### src/rtl/pipe_hazard_ctrl_pkg.sv
// Shared types and constants for the pipeline hazard sequencer.
// Sequencer states, register-file address width and the x0 encoding.
package pipe_ctrl_pkg;

    typedef enum logic [1:0] {
        RUN,
        MEM_WAIT,
        ERR
    } hz_state_t;

    localparam int REG_ADDR_W = 5;

    localparam logic [REG_ADDR_W-1:0] REG_ZERO = '0;

endpackage

### src/rtl/pipe_hazard_ctrl_if.sv
// Pipeline <-> hazard sequencer bundle.
// master = pipeline datapath, slave = hazard sequencer.
interface pipe_hazard_ctrl_if #(
    parameter int REG_ADDR_W = 5,
    parameter int CNT_W      = 32
);

    logic [REG_ADDR_W-1:0] id_rs1;
    logic [REG_ADDR_W-1:0] id_rs2;
    logic                  id_use_rs1;
    logic                  id_use_rs2;
    logic [REG_ADDR_W-1:0] ex_rd;
    logic                  ex_mem_read;
    logic                  ex_branch_taken;
    logic                  mem_req;
    logic                  mem_ready;

    logic                  pc_write_en;
    logic                  stall_if;
    logic                  stall_id;
    logic                  stall_ex;
    logic                  stall_mem;
    logic                  flush_id;
    logic                  flush_ex;
    logic                  flush_mem;
    logic                  flush_wb;
    logic                  mem_timeout_err;
    logic [CNT_W-1:0]      stall_cycles;
    logic [CNT_W-1:0]      flush_events;

    modport master (
        output id_rs1, id_rs2, id_use_rs1, id_use_rs2,
        output ex_rd, ex_mem_read, ex_branch_taken,
        output mem_req, mem_ready,
        input  pc_write_en,
        input  stall_if, stall_id, stall_ex, stall_mem,
        input  flush_id, flush_ex, flush_mem, flush_wb,
        input  mem_timeout_err, stall_cycles, flush_events
    );

    modport slave (
        input  id_rs1, id_rs2, id_use_rs1, id_use_rs2,
        input  ex_rd, ex_mem_read, ex_branch_taken,
        input  mem_req, mem_ready,
        output pc_write_en,
        output stall_if, stall_id, stall_ex, stall_mem,
        output flush_id, flush_ex, flush_mem, flush_wb,
        output mem_timeout_err, stall_cycles, flush_events
    );

endinterface

### src/rtl/pipe_hazard_ctrl_load_use_detect.sv
// Load-use comparator: the load in EX targets a register that the instruction in ID reads.
// Writes to x0 never create a hazard.
module load_use_detect
    import pipe_ctrl_pkg::*;
#(
    parameter int AW = REG_ADDR_W
) (
    input  logic [AW-1:0] id_rs1_i,
    input  logic [AW-1:0] id_rs2_i,
    input  logic          id_use_rs1_i,
    input  logic          id_use_rs2_i,
    input  logic [AW-1:0] ex_rd_i,
    input  logic          ex_mem_read_i,
    output logic          load_use_o
);

    logic rs1_hit;
    logic rs2_hit;
    logic rd_live;

    assign rs1_hit = id_use_rs1_i && (id_rs1_i == ex_rd_i);
    assign rs2_hit = id_use_rs2_i && (id_rs2_i == ex_rd_i);
    assign rd_live = (ex_rd_i != AW'(REG_ZERO));

    assign load_use_o = ex_mem_read_i && rd_live && (rs1_hit || rs2_hit);

endmodule

### src/rtl/pipe_hazard_ctrl.sv
// Stall/flush sequencer for the 5-stage pipeline (load-use, branch redirect, memory wait).
// Optional perf counters enabled by defining HAZ_PERF_CNT_EN.
module pipe_hazard_ctrl #(
    parameter int REG_ADDR_W  = 5,
    parameter int MEM_TIMEOUT = 15,
    parameter int CNT_W       = 32
) (
    input  logic               clk,
    input  logic               reset,
    pipe_hazard_ctrl_if.slave  bus
);

    import pipe_ctrl_pkg::*;

    localparam int WC_W = $clog2(MEM_TIMEOUT + 1);

    hz_state_t       state_q;
    logic [WC_W-1:0] wait_cnt_q;
    logic            err_q;

    logic            load_use;
    logic            mem_hold;
    logic            pc_we;
    logic [3:0]      stall;
    logic [3:0]      flush;
    logic            br_flush;

    load_use_detect #(
        .AW (REG_ADDR_W)
    ) u_lud (
        .id_rs1_i      (bus.id_rs1),
        .id_rs2_i      (bus.id_rs2),
        .id_use_rs1_i  (bus.id_use_rs1),
        .id_use_rs2_i  (bus.id_use_rs2),
        .ex_rd_i       (bus.ex_rd),
        .ex_mem_read_i (bus.ex_mem_read),
        .load_use_o    (load_use)
    );

    assign mem_hold = bus.mem_req && !bus.mem_ready;

    // stall = {if,id,ex,mem}, flush = {id,ex,mem,wb}
    always_comb begin
        pc_we    = 1'b0;
        stall    = 4'b0000;
        flush    = 4'b0000;
        br_flush = 1'b0;
        if (!reset) begin
            unique case (state_q)
                RUN: begin
                    if (mem_hold) begin
                        stall = 4'b1111;
                        flush = 4'b0001;
                    end else if (bus.ex_branch_taken) begin
                        flush    = 4'b1100;
                        pc_we    = 1'b1;
                        br_flush = 1'b1;
                    end else if (load_use) begin
                        stall = 4'b1100;
                        flush = 4'b0100;
                    end else begin
                        pc_we = 1'b1;
                    end
                end
                MEM_WAIT: begin
                    stall = 4'b1111;
                    flush = 4'b0001;
                end
                ERR: begin
                    stall = 4'b1111;
                    flush = 4'b1111;
                end
                default: begin
                    stall = 4'b0000;
                end
            endcase
        end
    end

    always_ff @(posedge clk or posedge reset) begin
        if (reset) begin
            state_q    <= RUN;
            wait_cnt_q <= '0;
            err_q      <= 1'b0;
        end else begin
            unique case (state_q)
                RUN: begin
                    if (mem_hold) begin
                        state_q    <= MEM_WAIT;
                        wait_cnt_q <= WC_W'(1);
                    end
                end
                MEM_WAIT: begin
                    if (bus.mem_ready) begin
                        state_q    <= RUN;
                        wait_cnt_q <= '0;
                    end else if (wait_cnt_q == WC_W'(MEM_TIMEOUT)) begin
                        state_q <= ERR;
                        err_q   <= 1'b1;
                    end else begin
                        wait_cnt_q <= wait_cnt_q + WC_W'(1);
                    end
                end
                ERR: begin
                    err_q <= 1'b1;
                end
                default: begin
                    state_q <= RUN;
                end
            endcase
        end
    end

    assign bus.pc_write_en     = pc_we;
    assign bus.stall_if        = stall[3];
    assign bus.stall_id        = stall[2];
    assign bus.stall_ex        = stall[1];
    assign bus.stall_mem       = stall[0];
    assign bus.flush_id        = flush[3];
    assign bus.flush_ex        = flush[2];
    assign bus.flush_mem       = flush[1];
    assign bus.flush_wb        = flush[0];
    assign bus.mem_timeout_err = err_q;

`ifdef HAZ_PERF_CNT_EN
    logic [CNT_W-1:0] stall_cnt_q;
    logic [CNT_W-1:0] flush_cnt_q;

    // Both counters saturate rather than wrap.
    always_ff @(posedge clk or posedge reset) begin
        if (reset) begin
            stall_cnt_q <= '0;
            flush_cnt_q <= '0;
        end else begin
            if (stall[3] && (stall_cnt_q != {CNT_W{1'b1}})) begin
                stall_cnt_q <= stall_cnt_q + CNT_W'(1);
            end
            if (br_flush && (flush_cnt_q != {CNT_W{1'b1}})) begin
                flush_cnt_q <= flush_cnt_q + CNT_W'(1);
            end
        end
    end

    assign bus.stall_cycles = stall_cnt_q;
    assign bus.flush_events = flush_cnt_q;
`else
    logic unused_br_flush;
    assign unused_br_flush  = br_flush;
    assign bus.stall_cycles = {CNT_W{1'b0}};
    assign bus.flush_events = {CNT_W{1'b0}};
`endif

endmodule

### src/flat_wrapper.sv
// flat-port wrapper written by rule: the top's interface ports become plain ports
module pipe_hazard_ctrl_flat import pipe_ctrl_pkg::*;
#(
    parameter int REG_ADDR_W  = 5,
    parameter int MEM_TIMEOUT = 15,
    parameter int CNT_W       = 32
)
  (clk, reset, bus_id_rs1, bus_id_rs2, bus_id_use_rs1, bus_id_use_rs2, bus_ex_rd, bus_ex_mem_read, bus_ex_branch_taken, bus_mem_req, bus_mem_ready, bus_pc_write_en, bus_stall_if, bus_stall_id, bus_stall_ex, bus_stall_mem, bus_flush_id, bus_flush_ex, bus_flush_mem, bus_flush_wb, bus_mem_timeout_err, bus_stall_cycles, bus_flush_events);
  pipe_hazard_ctrl_if #(.REG_ADDR_W(REG_ADDR_W), .CNT_W(CNT_W)) bus_i ();
  input  logic clk;
  input  logic reset;
  input wire logic [$bits(bus_i.id_rs1)-1:0] bus_id_rs1;
  input wire logic [$bits(bus_i.id_rs2)-1:0] bus_id_rs2;
  input wire logic [$bits(bus_i.id_use_rs1)-1:0] bus_id_use_rs1;
  input wire logic [$bits(bus_i.id_use_rs2)-1:0] bus_id_use_rs2;
  input wire logic [$bits(bus_i.ex_rd)-1:0] bus_ex_rd;
  input wire logic [$bits(bus_i.ex_mem_read)-1:0] bus_ex_mem_read;
  input wire logic [$bits(bus_i.ex_branch_taken)-1:0] bus_ex_branch_taken;
  input wire logic [$bits(bus_i.mem_req)-1:0] bus_mem_req;
  input wire logic [$bits(bus_i.mem_ready)-1:0] bus_mem_ready;
  output wire logic [$bits(bus_i.pc_write_en)-1:0] bus_pc_write_en;
  output wire logic [$bits(bus_i.stall_if)-1:0] bus_stall_if;
  output wire logic [$bits(bus_i.stall_id)-1:0] bus_stall_id;
  output wire logic [$bits(bus_i.stall_ex)-1:0] bus_stall_ex;
  output wire logic [$bits(bus_i.stall_mem)-1:0] bus_stall_mem;
  output wire logic [$bits(bus_i.flush_id)-1:0] bus_flush_id;
  output wire logic [$bits(bus_i.flush_ex)-1:0] bus_flush_ex;
  output wire logic [$bits(bus_i.flush_mem)-1:0] bus_flush_mem;
  output wire logic [$bits(bus_i.flush_wb)-1:0] bus_flush_wb;
  output wire logic [$bits(bus_i.mem_timeout_err)-1:0] bus_mem_timeout_err;
  output wire logic [$bits(bus_i.stall_cycles)-1:0] bus_stall_cycles;
  output wire logic [$bits(bus_i.flush_events)-1:0] bus_flush_events;
  assign bus_i.id_rs1 = bus_id_rs1;
  assign bus_i.id_rs2 = bus_id_rs2;
  assign bus_i.id_use_rs1 = bus_id_use_rs1;
  assign bus_i.id_use_rs2 = bus_id_use_rs2;
  assign bus_i.ex_rd = bus_ex_rd;
  assign bus_i.ex_mem_read = bus_ex_mem_read;
  assign bus_i.ex_branch_taken = bus_ex_branch_taken;
  assign bus_i.mem_req = bus_mem_req;
  assign bus_i.mem_ready = bus_mem_ready;
  assign bus_pc_write_en = bus_i.pc_write_en;
  assign bus_stall_if = bus_i.stall_if;
  assign bus_stall_id = bus_i.stall_id;
  assign bus_stall_ex = bus_i.stall_ex;
  assign bus_stall_mem = bus_i.stall_mem;
  assign bus_flush_id = bus_i.flush_id;
  assign bus_flush_ex = bus_i.flush_ex;
  assign bus_flush_mem = bus_i.flush_mem;
  assign bus_flush_wb = bus_i.flush_wb;
  assign bus_mem_timeout_err = bus_i.mem_timeout_err;
  assign bus_stall_cycles = bus_i.stall_cycles;
  assign bus_flush_events = bus_i.flush_events;
  pipe_hazard_ctrl #(.REG_ADDR_W(REG_ADDR_W), .MEM_TIMEOUT(MEM_TIMEOUT), .CNT_W(CNT_W)) u_core (.clk(clk), .reset(reset), .bus(bus_i));
endmodule
### config.mk
export PLATFORM = sky130hd
export DESIGN_NAME = pipe_hazard_ctrl_flat
export DESIGN_NICKNAME = d
export VERILOG_FILES = /design/src/rtl/pipe_hazard_ctrl_pkg.sv /design/src/rtl/pipe_hazard_ctrl_if.sv /design/src/rtl/pipe_hazard_ctrl_load_use_detect.sv /design/src/rtl/pipe_hazard_ctrl.sv /design/src/flat_wrapper.sv
export SDC_FILE = /design/constraint.sdc
export NUM_CORES = 1
export LEC_CHECK = 0
export CORE_ASPECT_RATIO = 0.6
export CORE_UTILIZATION = 33
export DETAILED_ROUTE_END_ITERATION = 8
export HOLD_SLACK_MARGIN = 0.12
export PLACE_DENSITY = 0.82
export SLEW_MARGIN = 10
export SYNTH_ARGS = -nofsm -noshare
export SYNTH_HDL_FRONTEND = slang
export SYNTH_SLANG_ARGS = --single-unit
### constraint.sdc
create_clock -name clk -period 2.6 [get_ports clk]
set_input_delay 0.52 -clock clk [delete_from_list [all_inputs] [get_ports clk]]
set_output_delay 0.52 -clock clk [all_outputs]
set_load 0.05 [all_outputs]
==> reports/summary.json, run 1 <==
{
  "global_route_congestion_overflow_total": 0,
  "io_buffer_count": 32,
  "synthesis.area_sq_mm": 0.001182,
  "synth_top_cells_by_area": "buf_4 43%, dfrtp_1 15%, ha_1 6.3%",
  "first_pass_iters": 4,
  "design.die.area_sq_mm": 0.003834,
  "outcome": "completed",
  "grt_pass1_wl_um": 3850,
  "finalSetupViolations": 0,
  "critPathLaunch": "bus_id_rs2[0]",
  "start_point_of_the_worst_min_delay_path": "u_core.bus.mem_timeout_err",
  "worstReg2RegEnd": "u_core.wait_cnt_q[3]",
  "cts_htree_levels": 1,
  "route.detailed.drc": 0,
  "die_w_um": 79.28,
  "gp_routability_congestion": 0.7977,
  "synth.yosys.seq_area_share_pct": 14.81,
  "grt_util_all_layers_pct": 12.90,
  "setup_slack_ns": 0.05462,
  "pwr_density_cell_mw_per_mm2": 908.4,
  "place_ws_ns": -0.2027,
  "ys_ff_latch": 7,
  "final_cell_mix": "64 x conb_1, 14 x clkdlybuf4s50_1, 12 x buf_4",
  "synthToLayoutAreaGrowth_pct": 31.22,
  "cts_sinks": 7,
  "reg2regPathDepth": 7,
  "floorplan.initialDensity_pct": 35.37,
  "totalWireLength_um": 2435,
  "worst_ep_arrival_time_ns": 2.03,
  "layout.nets": 220,
  "tritoncts.num_buffers": 3,
  "cellLeakagePower_nw": 0.7747,
  "timing.fmax_ghz": 0.3929,
  "maxCapViolations": 0,
  "final_util_pct": 46.41,
  "via_per_inst": 3.936,
  "worstPathRequired_ns": 2.08,
  "grt_max_degree": 9,
  "synth.distinct_cells": 35,
  "num_antenna_cells": 0,
  "cts.root.buffer_cell": "clkbuf_8",
  "post_synth_inst_count": 147,
  "critPathMaxFanout": 3,
  "antenna_violating_nets_post_route": 0,
  "die_h_um": 48.37,
  "vdd_ir_drop_max_mv": 0.4833,
  "final.setup_skew_ns": 0.002883,
  "critical_path_class": "input port to primary output",
  "rsz_0062_raised_after_global_routing": "false",
  "synth_largest_area_cell": "buf_4",
  "share_of_the_cycle_needed_by_the_critical_path_after_routing_pct": 97.90,
  "min_to": "u_core.bus.mem_timeout_err",
  "rr_startpoint": "u_core.state_q[0]",
  "tritoncts": "built",
  "clk_latency_ns": 0.23,
  "slew_viol_final": 0,
  "vias_in_the_first_global_route": 825,
  "synth.top_cell.area_share_pct": 42.54,
  "hold-path-cell-count": 2,
  "dr.first_iter.drc_count": 31,
  "final_common_cell": "conb_1",
  "hold_path_class": "flop to flop",
  "core.rowCount": 16,
  "number_of_antenna_violations_at_the_first_check_in_global_routing": 0,
  "postSynthAreaPerCell_sq_um": 8.043,
  "detailroute.via_count": 925,
  "yosys_warnings": 0,
  "filler_free_cell_count_of_the_finished_design": 235,
  "placed_cells_incl_taps": 229,
  "cts-root-to-sink-buffers": 2,
  "wl_per_cell_um": 10.36,
  "fraction_of_layout_cells_with_a_size_suffix_above_1_pct": 19.47,
  "io_pins": 97,
  "reg2reg_setup_slack_ns": 0.82,
  "dpl.hpwl_um": 2017,
  "cts.reportedPaths.clkPinSlew_ns": 0.04,
  "period_needed_ns": 2.545,
  "timing.critical_path.from_type": "input port",
  "core_area_sq_mm": 0.003343,
  "cts_hold_buffers": 0,
  "timing.critical_path.to_type": "primary output",
  "hold_violations": 0
}
[worst max-delay path by stage]
stage,to,slack [ns],cells after the start
after floorplan,bus_stall_if,-0.11,7
after global placement,bus_pc_write_en,-0.18,6
after detailed placement,bus_pc_write_en,-0.20,6
after CTS,bus_pc_write_en,0.005,6
after global routing,bus_stall_if,0.008,7
final,bus_stall_if,0.05,7
[power by group]
group	total (mW)	internal (mW)	switching, mW
sequential	0.165	0.139	0.0262
clock	0.152	0.106	0.0461
combinational	1.09	0.408	0.684
[registers in the layout, summed over array words and instances (netlist names)]
signal / flops
u_core.bus.mem_timeout_err: 1
u_core.wait_cnt_q: 4
u_core.state_q: 2
[timing repair]
item / 4_1_cts / 5_1_grt
gates resized for setup: 14 / 6
setup endpoints to repair: 4 / 4
buffers inserted: 1 / 1
endpoints found under the hold margin: 0 / 0
pin swaps: 4 / 5
[area by class of cell]
| class | count | area (sq um) |
|---|---|---|
| Sequential cell | 7 | 175.2 |
| Fill cell | 330 | 1792 |
| Multi-Input combinational cell | 129 | 772.0 |
| Clock buffer | 4 | 45.04 |
| Inverter | 6 | 22.52 |
| Timing Repair Buffer | 44 | 480.5 |
| Tap cell | 45 | 56.30 |
[logic make-up (layout without fill, tap and decap cells)]
family	after synthesis	after routing	synth area share, %
buffers and inverters	74	54	44.87
AND/OR/NAND/NOR	25	25	12.49
AO/OA/AOI/OAI	24	24	13.76
XOR/XNOR	10	10	7.408
flip-flops	7	7	14.81
adder cells (fa/ha/maj)	6	6	6.349
other	1	64	0.3172
[stage by stage]
| step | TNS [ns] | hold slack, ns | area, sq um | total power [mW] |
|---|---|---|---|---|
| global route | 0 | 0.5465 | 1551 | 1.499 |
| CTS | 0 | 0.5067 | 1534 | 1.402 |
| floorplan | -0.1136 | 0.3316 | 1438 | 0.9438 |
| global placement | -0.5459 | 0.4645 | 1459 | 1.204 |
| detailed placement | -0.6116 | 0.4949 | 1459 | 1.225 |
| finish | 0 | 0.5067 | 1551 | 1.409 |
[worst max-delay path: stages]
cell and delay (ns):
clkdlybuf4s50_1 0.44, xor2_1 0.16, nor4_2 0.27, a32oi_2 0.10
buf_4 0.17, o21bai_4 0.20, buf_12 0.16
[per-layer routing]
layer | vias up | GRT usage, % | wire length, um | share of wire [%]
met5 | - | 0 | 0 | 0
met4 | 0 | 3.030 | 18 | 0.74
met3 | 2 | 3.962 | 137 | 5.6
met2 | 41 | 21.26 | 1259 | 52
met1 | 435 | 16.45 | 1021 | 42
li1 | 447 | - | - | -
[synthesized netlist by cell type]
library cell,number
buf_4,67
xor2_1,8
dfrtp_1,7
o21ai_0,7
ha_1,6
inv_1,6
a21oi_1,4
nand2_1,4
nor2b_1,4
and3_1,2
nand2b_1,2
nand3_1,2
nor2_1,2
nor3_1,2
o21a_1,2
o21bai_1,2
xnor2_1,2
a2111o_1,1
a21o_1,1
a32o_1,1
a32oi_1,1
and2_0,1
clkbuf_2,1
conb_1,1
nand4_1,1
nor4_1,1
nor4_2,1
o211ai_1,1
o21ai_1,1
o221a_2,1
o22ai_1,1
o311a_1,1
or2_2,1
or4_1,1
or4b_1,1
Note: power is estimated with default switching activity, not from simulation.
==> run 2, diff against run 1 <==
CORE_MARGIN = 2   (was not set)
==> reports/summary.json, run 2 (synthesized netlist as in run 1, its figures left out) <==
{
  "outcome": "completed",
  "floorplan.initialDensity_pct": 35.37,
  "critical_path_class": "input port to primary output",
  "gp_routability_congestion": 0.7476,
  "pwr_density_cell_mw_per_mm2": 903.0,
  "largest_reg_flops": 4,
  "share_of_the_cycle_needed_by_the_critical_path_after_routing_pct": 97.15,
  "design.die.area_sq_mm": 0.004093,
  "min_to": "u_core.bus.mem_timeout_err",
  "vias_in_the_first_global_route": 816,
  "postPlaceCellArea_sq_mm": 0.001464,
  "final_cell_mix": "64 x conb_1, 11 x clkdlybuf4s50_1, 10 x buf_4",
  "detailroute.via_count": 904,
  "cts.root.buffer_cell": "clkbuf_8",
  "cts_sinks": 7,
  "grt_max_degree": 9,
  "hold-path-cell-count": 2,
  "critPathMaxFanout": 2,
  "cts_hold_buffers": 0,
  "timing.critical_path.slowest_cell_delay_ns": 0.47,
  "reg2reg_setup_slack_ns": 0.82,
  "core_area_sq_mm": 0.003343,
  "hold-worst-slack_ns": 0.4757,
  "die_w_um": 81.28,
  "cts.reportedPaths.clkPinSlew_ns": 0.04,
  "rr_startpoint": "u_core.state_q[1]",
  "cts_htree_levels": 1,
  "worst_slew_pin_slew_ns": 0.4970,
  "fraction_of_layout_cells_with_a_size_suffix_above_1_pct": 18.62,
  "finalPower_mw": 1.398,
  "num_antenna_cells": 0,
  "tritoncts": "built",
  "via_per_inst": 3.880,
  "io_buffer_count": 32,
  "clk_latency_ns": 0.23,
  "synthToLayoutAreaGrowth_pct": 30.90,
  "hold_violations": 0,
  "crit_path_top_delay_cell": "clkdlybuf4s50_1",
  "totalWireLength_um": 2456,
  "worst_ep_arrival_time_ns": 2.01,
  "timing.critical_path.to_type": "primary output",
  "worstPathBufferInverterCount": 2,
  "core.rowCount": 16,
  "antenna_violating_nets_post_route": 0,
  "maxCapViolations": 0,
  "dr.first_iter.drc_count": 39,
  "tritoncts.num_buffers": 3,
  "cts-root-to-sink-buffers": 2,
  "route.detailed.drc": 0,
  "grt_util_all_layers_pct": 11.93,
  "wl_per_cell_um": 10.54,
  "cellLeakagePower_nw": 0.7972,
  "final_common_cell": "conb_1",
  "rsz_0062_raised_after_global_routing": "true",
  "path_delay_family": "buffers and inverters",
  "grt_pass1_wl_um": 3712,
  "worstReg2RegEnd": "u_core.wait_cnt_q[3]",
  "layout.nets": 218,
  "finalSetupViolations": 0,
  "period_needed_ns": 2.526,
  "start_point_of_the_worst_min_delay_path": "u_core.bus.mem_timeout_err",
  "timing.critical_path.from_type": "input port",
  "dpl.hpwl_um": 2078,
  "io_pins": 97,
  "slew_viol_final": 0,
  "die_h_um": 50.37,
  "tns_ns": 0,
  "final_util_pct": 46.29,
  "global_route_congestion_overflow_total": 0,
  "crit_path_cell_trace": "clkdlybuf4s50_1 > nand2b_1 > nand2_1 > a2111o_1 > o21bai_1 > buf_12",
  "number_of_antenna_violations_at_the_first_check_in_global_routing": 0,
  "worstPathRequired_ns": 2.08,
  "hold_path_class": "flop to flop",
  "first_pass_iters": 4,
  "vdd_ir_drop_max_mv": 0.4882,
  "timing.slew.headroom_pct": 66.77,
  "reg2regPathDepth": 6,
  "timing.fmax_ghz": 0.3959,
  "final.setup_skew_ns": 0.004274,
  "largest_register": "u_core.wait_cnt_q",
  "final_design_area_no_fill_sq_mm": 0.001548
}
==> run 2: what timing repair did <==
action	CTS	global route
gates resized for setup	12	10
pin swaps	5	4
setup endpoints to repair	4	4
buffers inserted	1	0
==> run 2: how the worst max path moves through the flow <==
stage / to / from / cells past startpoint / slack, ns
global placement: bus_pc_write_en / bus_ex_rd[3] / 6 / -0.20
detailed placement: bus_pc_write_en / bus_ex_rd[3] / 6 / -0.18
CTS: bus_stall_if / bus_id_rs1[4] / 7 / 0.01
finish: bus_flush_ex / bus_mem_ready / 6 / 0.07
floorplan: bus_stall_if / u_core.state_q[0] / 7 / -0.11
global route: bus_flush_ex / u_core.state_q[1] / 7 / -0.0009
==> run 2: final cells by class <==
class / count / area (sq um)
clock buffers: 4 / 45.04
fillers: 309 / 1795
inverters: 6 / 22.52
multi-input cells: 129 / 760.7
flip-flops and latches: 7 / 176.4
well taps: 45 / 56.30
repair buffers: 42 / 486.7
==> run 2: per-layer routing <==
metal | up-vias | track usage, % | wire length (um)
met4 | 0 | 3.955 | 26
li1 | 444 | - | -
met5 | - | 0 | 0
met2 | 36 | 17.62 | 1212
met1 | 420 | 16.34 | 1063
met3 | 4 | 3.777 | 152
==> run 2: per-stage QoR <==
step	cells	setup WS, ns
global placement	228	-0.1962
global route	233	-0.0009419
finish	233	0.07399
detailed placement	228	-0.1844
floorplan	210	-0.1136
CTS	233	0.01416
==> run 2: where the power goes <==
part | switching [mW] | internal, mW | total (mW)
sequential | 0.0344 | 0.140 | 0.175
clock | 0.0476 | 0.106 | 0.154
combinational | 0.669 | 0.400 | 1.07
==> run 2: worst min-delay path, delay by kind of cell (launching register included) <==
family | cells | cell delay (ns)
AO/OA/AOI/OAI | 2 | 0.10
flip-flops | 1 | 0.34
